$ cat config.mk
export PLATFORM = sky130hd
export DESIGN_NAME = lut6_2_reconfig_ctrl
export DESIGN_NICKNAME = d
export VERILOG_FILES = /design/src/rtl/lut6_2_cfg_pkg.sv /design/src/rtl/lut6_2_dyn_lookup.sv /design/src/rtl/lut6_2_reconfig_ctrl.sv
export SDC_FILE = /design/constraint.sdc
export NUM_CORES = 1
export LEC_CHECK = 0
export CAP_MARGIN = 20
export CORE_UTILIZATION = 57
export DETAILED_ROUTE_END_ITERATION = 6
export MAX_ROUTING_LAYER = met4
export PLACE_DENSITY_LB_ADDON = 0.15
export REMOVE_ABC_BUFFERS = 1
export SLEW_MARGIN = 10
export SYNTH_ARGS = -nofsm -noshare
export SYNTH_HDL_FRONTEND = slang
export SYNTH_HIERARCHICAL = 1
export SYNTH_SLANG_ARGS = --single-unit
$ cat constraint.sdc
create_clock -name clk -period 2.1 [get_ports clk]
set_input_delay 0.21 -clock clk [delete_from_list [all_inputs] [get_ports clk]]
set_output_delay 0.21 -clock clk [all_outputs]
set_load 0.005 [all_outputs]
$ cat src/rtl/lut6_2_cfg_pkg.sv
// Shared types and helpers for the reconfigurable LUT6_2: FSM states, table/select widths,
// and the load-length and shift-width legality helpers.
package lut6_2_cfg_pkg;

    localparam int LUT_BITS = 64;
    localparam int SEL_W    = 6;

    typedef enum logic [1:0] {
        IDLE   = 2'd0,
        SHIFT  = 2'd1,
        COMMIT = 2'd2
    } cfg_state_t;

    function automatic bit bpc_legal(input int b);
        return (b == 1) || (b == 2) || (b == 4) || (b == 8) ||
               (b == 16) || (b == 32) || (b == 64);
    endfunction

    function automatic int shift_cycles(input int b);
        return LUT_BITS / b;
    endfunction

endpackage

$ cat src/rtl/lut6_2_dyn_lookup.sv
// Registered O5/O6 mux over a run-time table: 1-cycle latency, one lookup per cycle, no backpressure.
// Outputs hold their last value while no lookup is requested.
module lut6_2_dyn_lookup
    import lut6_2_cfg_pkg::*;
(
    input  logic                clk,
    input  logic                reset,
    input  logic [LUT_BITS-1:0] i_table,
    input  logic                i_sel_valid,
    input  logic [SEL_W-1:0]    i_sel,
    output logic                o_out_valid,
    output logic                o_o5,
    output logic                o_o6
);

    logic r_out_valid;
    logic r_o5;
    logic r_o6;
    logic [SEL_W-1:0] w_sel5;

    // O5 ignores I5, i.e. it always reads the lower half of the table
    assign w_sel5 = {1'b0, i_sel[SEL_W-2:0]};

    always_ff @(posedge clk) begin
        if (reset) begin
            r_out_valid <= 1'b0;
            r_o5        <= 1'b0;
            r_o6        <= 1'b0;
        end else begin
            r_out_valid <= i_sel_valid;
            if (i_sel_valid) begin
                r_o6 <= i_table[i_sel];
                r_o5 <= i_table[w_sel5];
            end
        end
    end

    assign o_out_valid = r_out_valid;
    assign o_o5        = r_o5;
    assign o_o6        = r_o6;

endmodule

$ cat src/rtl/lut6_2_reconfig_ctrl.sv
// Reconfigurable LUT6_2: serial shadow load then atomic commit; load takes 64/BITS_PER_CYCLE+2 cycles.
// cfg_ready is low for the whole load; lookups never stall and see only whole tables.
module lut6_2_reconfig_ctrl
    import lut6_2_cfg_pkg::*;
#(
    parameter logic [LUT_BITS-1:0] INIT           = 64'h0000000000000000,
    parameter int                  BITS_PER_CYCLE = 4
) (
    input  logic                clk,
    input  logic                reset,
    input  logic                cfg_valid,
    output logic                cfg_ready,
    input  logic [LUT_BITS-1:0] cfg_data,
    output logic                cfg_busy,
    output logic                swap_done,
    input  logic                sel_valid,
    input  logic [SEL_W-1:0]    sel,
    output logic                out_valid,
    output logic                o5,
    output logic                o6
);

    localparam int         N    = shift_cycles(BITS_PER_CYCLE);
    localparam logic [6:0] LAST = 7'(N - 1);

    generate
        if (!bpc_legal(BITS_PER_CYCLE)) begin : g_bad_bpc
            $error("lut6_2_reconfig_ctrl: BITS_PER_CYCLE must be 1,2,4,8,16,32 or 64");
        end
    endgenerate

    cfg_state_t          r_state;
    logic [LUT_BITS-1:0] r_staging;
    logic [LUT_BITS-1:0] r_shadow;
    logic [LUT_BITS-1:0] r_active;
    logic [6:0]          r_count;
    logic                r_swap_done;
    logic [2*LUT_BITS-1:0] w_shift;

    // Shifting the {staging, shadow} pair right by B moves the low staging bits into the top
    // of shadow and zero-fills staging; this stays well-formed even when B equals the table width.
    assign w_shift = {r_staging, r_shadow} >> BITS_PER_CYCLE;

    always_ff @(posedge clk) begin
        if (reset) begin
            r_state     <= IDLE;
            r_staging   <= '0;
            r_shadow    <= '0;
            r_active    <= INIT;
            r_count     <= '0;
            r_swap_done <= 1'b0;
        end else begin
            r_swap_done <= 1'b0;
            case (r_state)
                IDLE: begin
                    if (cfg_valid) begin
                        r_staging <= cfg_data;
                        r_count   <= '0;
                        r_state   <= SHIFT;
                    end
                end
                SHIFT: begin
                    r_shadow  <= w_shift[LUT_BITS-1:0];
                    r_staging <= w_shift[2*LUT_BITS-1:LUT_BITS];
                    r_count   <= r_count + 7'd1;
                    if (r_count == LAST) begin
                        r_state <= COMMIT;
                    end
                end
                COMMIT: begin
                    r_active    <= r_shadow;
                    r_swap_done <= 1'b1;
                    r_state     <= IDLE;
                end
                default: r_state <= IDLE;
            endcase
        end
    end

    assign cfg_ready = (r_state == IDLE);
    assign cfg_busy  = (r_state == SHIFT) || (r_state == COMMIT);
    assign swap_done = r_swap_done;

    lut6_2_dyn_lookup u_lookup (
        .clk         (clk),
        .reset       (reset),
        .i_table     (r_active),
        .i_sel_valid (sel_valid),
        .i_sel       (sel),
        .o_out_valid (out_valid),
        .o_o5        (o5),
        .o_o6        (o6)
    );

endmodule
# Word level (Yosys, flattened, before mapping)

Cells that the tools add are included.
W data, S select, Z words.

Word-level logic and storage cells: 34
Input bits: 74
Flip-flop bits (word level): 205

Reduce and logical (&&, ||, !) cells: 5
Add/sub/neg operators: 1
Equality and inequality tests: 5
Multiplexer cells: 12
Magnitude comparators: 2

Operators by type and width:

| operator              | count |
|---|---|
| $pmux W64 S2          | 1 |
| $mux W64              | 1 |
| $pmux W7 S2           | 1 |
| $add A7 B1 Y7 const B | 1 |
| $eq A7 B4 Y1 const B  | 1 |
| $lt A5 B7 Y1 const B  | 1 |
| $lt A6 B7 Y1 const B  | 1 |
| $mux W7               | 1 |
| $bmux W1 S6           | 1 |
| $bmux W1 S5           | 1 |
| $mux W2               | 2 |
| $ne A2 B2 Y1 const B  | 2 |
| $pmux W2 S2           | 1 |
| $reduce_and A2 Y1     | 2 |
| $mux W1               | 3 |
| $eq A2 B1 Y1 const B  | 1 |
| $eq A2 B2 Y1 const B  | 1 |
| $logic_not A2 Y1      | 1 |
| $reduce_bool A2 Y1    | 1 |
| $logic_or A1 B1 Y1    | 1 |

# Depth between registers and ports, before layout

Depth in word-level cells: 3
Mapped depth: 9

# Hierarchy

The synthesis kept the hierarchy.

Modules (own cells, without submodules):

| module               | area an instance (µm²) | cells each | times used |
|---|---|---|---|
| lut6_2_reconfig_ctrl | 7927.6                 | 752        | 1 |
| lut6_2_dyn_lookup    | 719.4                  | 71         | 1 |

# Worst setup path before layout

OpenSTA, ideal clock, no wires.

Path kind: reg2reg
Start point: register r_state[0]
End point: register r_count[2]
Path buffers: 2
Cell stages (with the launch flop): 9
Setup time: 127 ps
Setup slack: 448 ps
Arrival: 1525 ps
Data required time: 1973 ps
Period minus slack after synthesis: 1652 ps
Cell sequence: dfxtp_1 > inv_1 > ha_1 > mux2_2 > buf_4 > buf_6 > nand2_1 > xor2_1 > nor2_1

Cells in the longest elaborated chain, start to end: 3
Elaborated cells between the ends (all ways): 6
Those cells by class: eq/ne (2); mux (1); reduce/logical (3)

RTL lines:

| element                                                             | RTL line                   | source |
|---|---|---|
| start, declared                                                     | lut6_2_reconfig_ctrl.sv:32 | `cfg_state_t r_state;` |
| start signal, assigned                                              | lut6_2_reconfig_ctrl.sv:46 | `r_state <= IDLE;` |
| start signal, assigned                                              | lut6_2_reconfig_ctrl.sv:59 | `r_state <= SHIFT;` |
| start signal, assigned                                              | lut6_2_reconfig_ctrl.sv:67 | `r_state <= COMMIT;` |
| $logic_not A2 Y1 *                                                  | n/a                        |  |
| net cfg_ready                                                       | lut6_2_reconfig_ctrl.sv:12 | `output logic cfg_ready,` |
| $ne A2 B2 Y1 (no source line) or $reduce_bool A2 Y1 (tied branches) | n/a                        |  |
| $reduce_and A2 Y1 (no source line)                                  | n/a                        |  |
| end signal, assigned                                                | lut6_2_reconfig_ctrl.sv:65 | `r_count <= r_count + 7'd1;` |
| end, declared                                                       | lut6_2_reconfig_ctrl.sv:36 | `logic [6:0] r_count;` |

The timed path passes the listed nets; every way through them passes the cells marked *.
A chain may end at the register's enable or synchronous reset.

# Final worst setup path

Start point: register r_state[1]
End point: output port cfg_ready

Cells in the longest elaborated chain, start to end: 1

RTL lines:

| element          | RTL line                   | source |
|---|---|---|
| $logic_not A2 Y1 | lut6_2_reconfig_ctrl.sv:80 | `assign cfg_ready = (r_state == IDLE);` |
| end, declared    | lut6_2_reconfig_ctrl.sv:12 |  |

Every way passes these cells.

==> flow_metrics.py <==
metrics = {
    "timing": {
        "relSlewSlack_pct": 68.41,
        "rsz0062_at_grt": "no",
        "tns_ns": 0,
        "fin_crit_ns": 2.013,
        "fin_worst_skew_ns": 0.005582,
        "tightest_slew_ns": 0.4724,
        "period_share_pct": 95.88,
        "report.final.slew_viol_count": 0,
        "max_clock_freq_mhz": 496.7,
        "finalHoldViolations": 0,
        "setup_viol": 0,
    },
    "min_path": {
        "min_from": "reset",
        "hp-class": "in2reg",
    },
    "critical_path": {
        "critPathKind": "reg2out",
        "crit_path_start": "r_state[1]$_SDFFE_PP0P_",
        "arrival_ns": 1.80,
        "endpoint_kind": "output port",
        "rr_startpoint": "r_state[0]$_SDFFE_PP0P_",
        "critPathMaxFanout": 6,
        "crit_required_ns": 1.89,
        "cp-start-kind": "flop",
    },
    "layout": {
        "fillers": 1057,
        "final_cell_mix": "207 x mux2i_1, 204 x dfxtp_1, 197 x nor2_1",
        "antenna_cells": 0,
        "drive_gt1_share_pct": 13.08,
        "utilization_pct": 71.49,
        "nNetsFinal": 972,
        "final_common_cell": "mux2i_1",
        "area_delta_synth_final_pct": 21.07,
    },
    "cts": {
        "post_cts_buffers": 0,
        "insertion_delay_ns": 0.50,
        "cts_tree": "built",
        "cts_buffers": 22,
        "path_clk_slew_ns": 0.06,
        "cts-root-buf": "clkbuf_16",
        "clock_sinks": 205,
        "htreeDepth": 1,
        "cts_buffer_depth": 3,
    },
    "drt": {
        "first_pass_iters": 7,
        "drtIter0Drc": 289,
        "drtAntennaViolNets": 0,
        "vias": 6038,
        "via_per_inst": 5.519,
        "postRouteWirelength_um": 17290,
        "drc": 8,
        "wire_per_inst_um": 15.80,
    },
    "die": {
        "ioPinCount": 80,
        "die_h_um": 125.2,
        "die_area_sq_um": 15670,
        "initial_core_util_pct": 59.05,
        "core_area_sq_um": 14640,
        "row_count": 44,
        "die-width_um": 125.2,
    },
    "yosys": {
        "synth_area_sq_um": 8647,
        "synth_cells": 823,
        "synth_edf_count": 0,
        "synth_ff_type": "dfxtp_1",
        "avgSynthCellArea_sq_um": 10.51,
        "synth-seq-cells": 205,
        "synth_seq_area_share_pct": 47.46,
        "ys.warnings.count": 6,
        "synth_cell_type_count": 39,
        "ys_async_sr_fraction_pct": 0,
    },
    "placed_design": {
        "gp_congestion": 0.7773,
        "dp_hpwl_um": 11660,
        "port-buffer-count": 79,
    },
    "global_routing": {
        "antenna_found_initial": 0,
        "grt_overflow": 0,
        "grt_pass1_wl_um": 28950,
        "grt_pass1_vias": 6077,
        "grt_start_max_net_pins": 48,
        "track_usage_pct": 22.99,
    },
    "status": {
        "failed_checks": "design-rule violations",
        "status": "finished, violations left",
    },
    "power_and_ir_drop": {
        "vdd_ir_drop_max_mv": 0.6940,
        "p_leak_nw": 3.852,
        "power_w": 0.009388,
        "powerDensity_nw_per_um2": 896.8,
    },
    "run": {
        "drv_cap": 0,
    },
}
==> final cells by class <==
type	count	area [sq um]	area share, %
flip-flops and latches	205	4105	39.21
multi-input cells	553	4223	40.34
clock buffers	32	659.4	6.299
repair buffers	110	1175	11.22
well taps	184	230.2	2.199
inverters	2	7.507	0.07171
clock inverters	8	68.82	0.6573
==> kinds of logic after synthesis <==
| group | synth area share [%] |
|---|---|
| and+or+nand+nor | 11.47 |
| muxes | 26.44 |
| DFF | 47.46 |
| AOI/OAI and AO/OA | 9.579 |
| buffers and inverters | 4.066 |
| xor gates and xnor gates | 0.4052 |
| adders and majority gates | 0.5788 |
==> registers in the layout (all words and copies together), names as in the netlist <==
name / count
r_active: 64
r_count: 7
r_shadow: 64
r_staging: 64
r_state: 2
swap_done: 1
u_lookup/o_o5: 1
u_lookup/o_o6: 1
u_lookup/o_out_valid: 1
==> critical path: stages, from the launching register on <==
cell and delay, ns:
dfxtp_2 0.34, inv_1 0.11, ha_2 0.21, buf_4 0.14, clkdlybuf4s50_1 0.50
==> what timing repair did <==
action                                  in CTS  in global routing
resized for setup                            0                  3
hold buffers                                 0                  0
endpoints found under the setup margin       0                  1
==> final timing paths <==
check                                                   to  cells after the start  slack, ns
worst max-delay path                             cfg_ready                      4       0.09
worst min-delay path             r_shadow[52]$_SDFFE_PP0P_                      2       0.10
worst max register to register  r_staging[46]$_SDFFE_PP0P_                      6       0.35
worst min register to register  r_staging[63]$_SDFFE_PP0P_                      2       0.45
==> power breakdown <==
part | total, W | internal [W] | leakage [nW] | switching [W]
Clock | 0.00381 | 0.00230 | 0.366 | 0.00151
Combinational | 0.00140 | 0.000686 | 1.82 | 0.000712
Sequential | 0.00418 | 0.00408 | 1.67 | 0.000100
Total | 0.00939 | 0.00707 | 3.85 | 0.00232
==> synthesized netlist by cell type (4+ instances only) <==
cell type,instances,area (sq um)
a211oi_1,23,172.7
mux2i_1,207,2072
ha_1,4,50.05
buf_4,6,45.04
a21oi_1,12,60.06
nor2_1,197,739.5
mux4_1,6,157.7
buf_1,4,15.01
buf_2,27,135.1
buf_6,6,67.56
clkbuf_1,19,71.32
a211oi_2,41,513.0
dfxtp_1,205,4104
nand2_1,15,56.30
a22oi_1,4,30.03
nor2b_1,6,37.54
nand3b_1,5,37.54
==> through the flow <==
| stage | hold WS [ns] | std cells | area [sq um] | worst slack, ns |
|---|---|---|---|---|
| after CTS | 0.08663 | 1094 | 10470 | 0.01829 |
| after global placement | 0.4382 | 1054 | 9737 | -0.1715 |
| after floorplan | 0.2746 | 760 | 8303 | -5.221 |
| after global routing | 0.1115 | 1094 | 10470 | 0.02304 |
| final | 0.1031 | 1094 | 10470 | 0.08658 |
| after detailed placement | 0.4463 | 1054 | 9737 | -0.1949 |
==> per-layer routing <==
layer	global-route usage (%)	part of all wire, %	vias up
li1	-	-	3041
met1	28.53	45	2851
met2	38.88	49	117
met3	3.338	4.0	29
met4	6.815	1.9	0
met5	-	0	-
(Power assumes the default switching activity.)
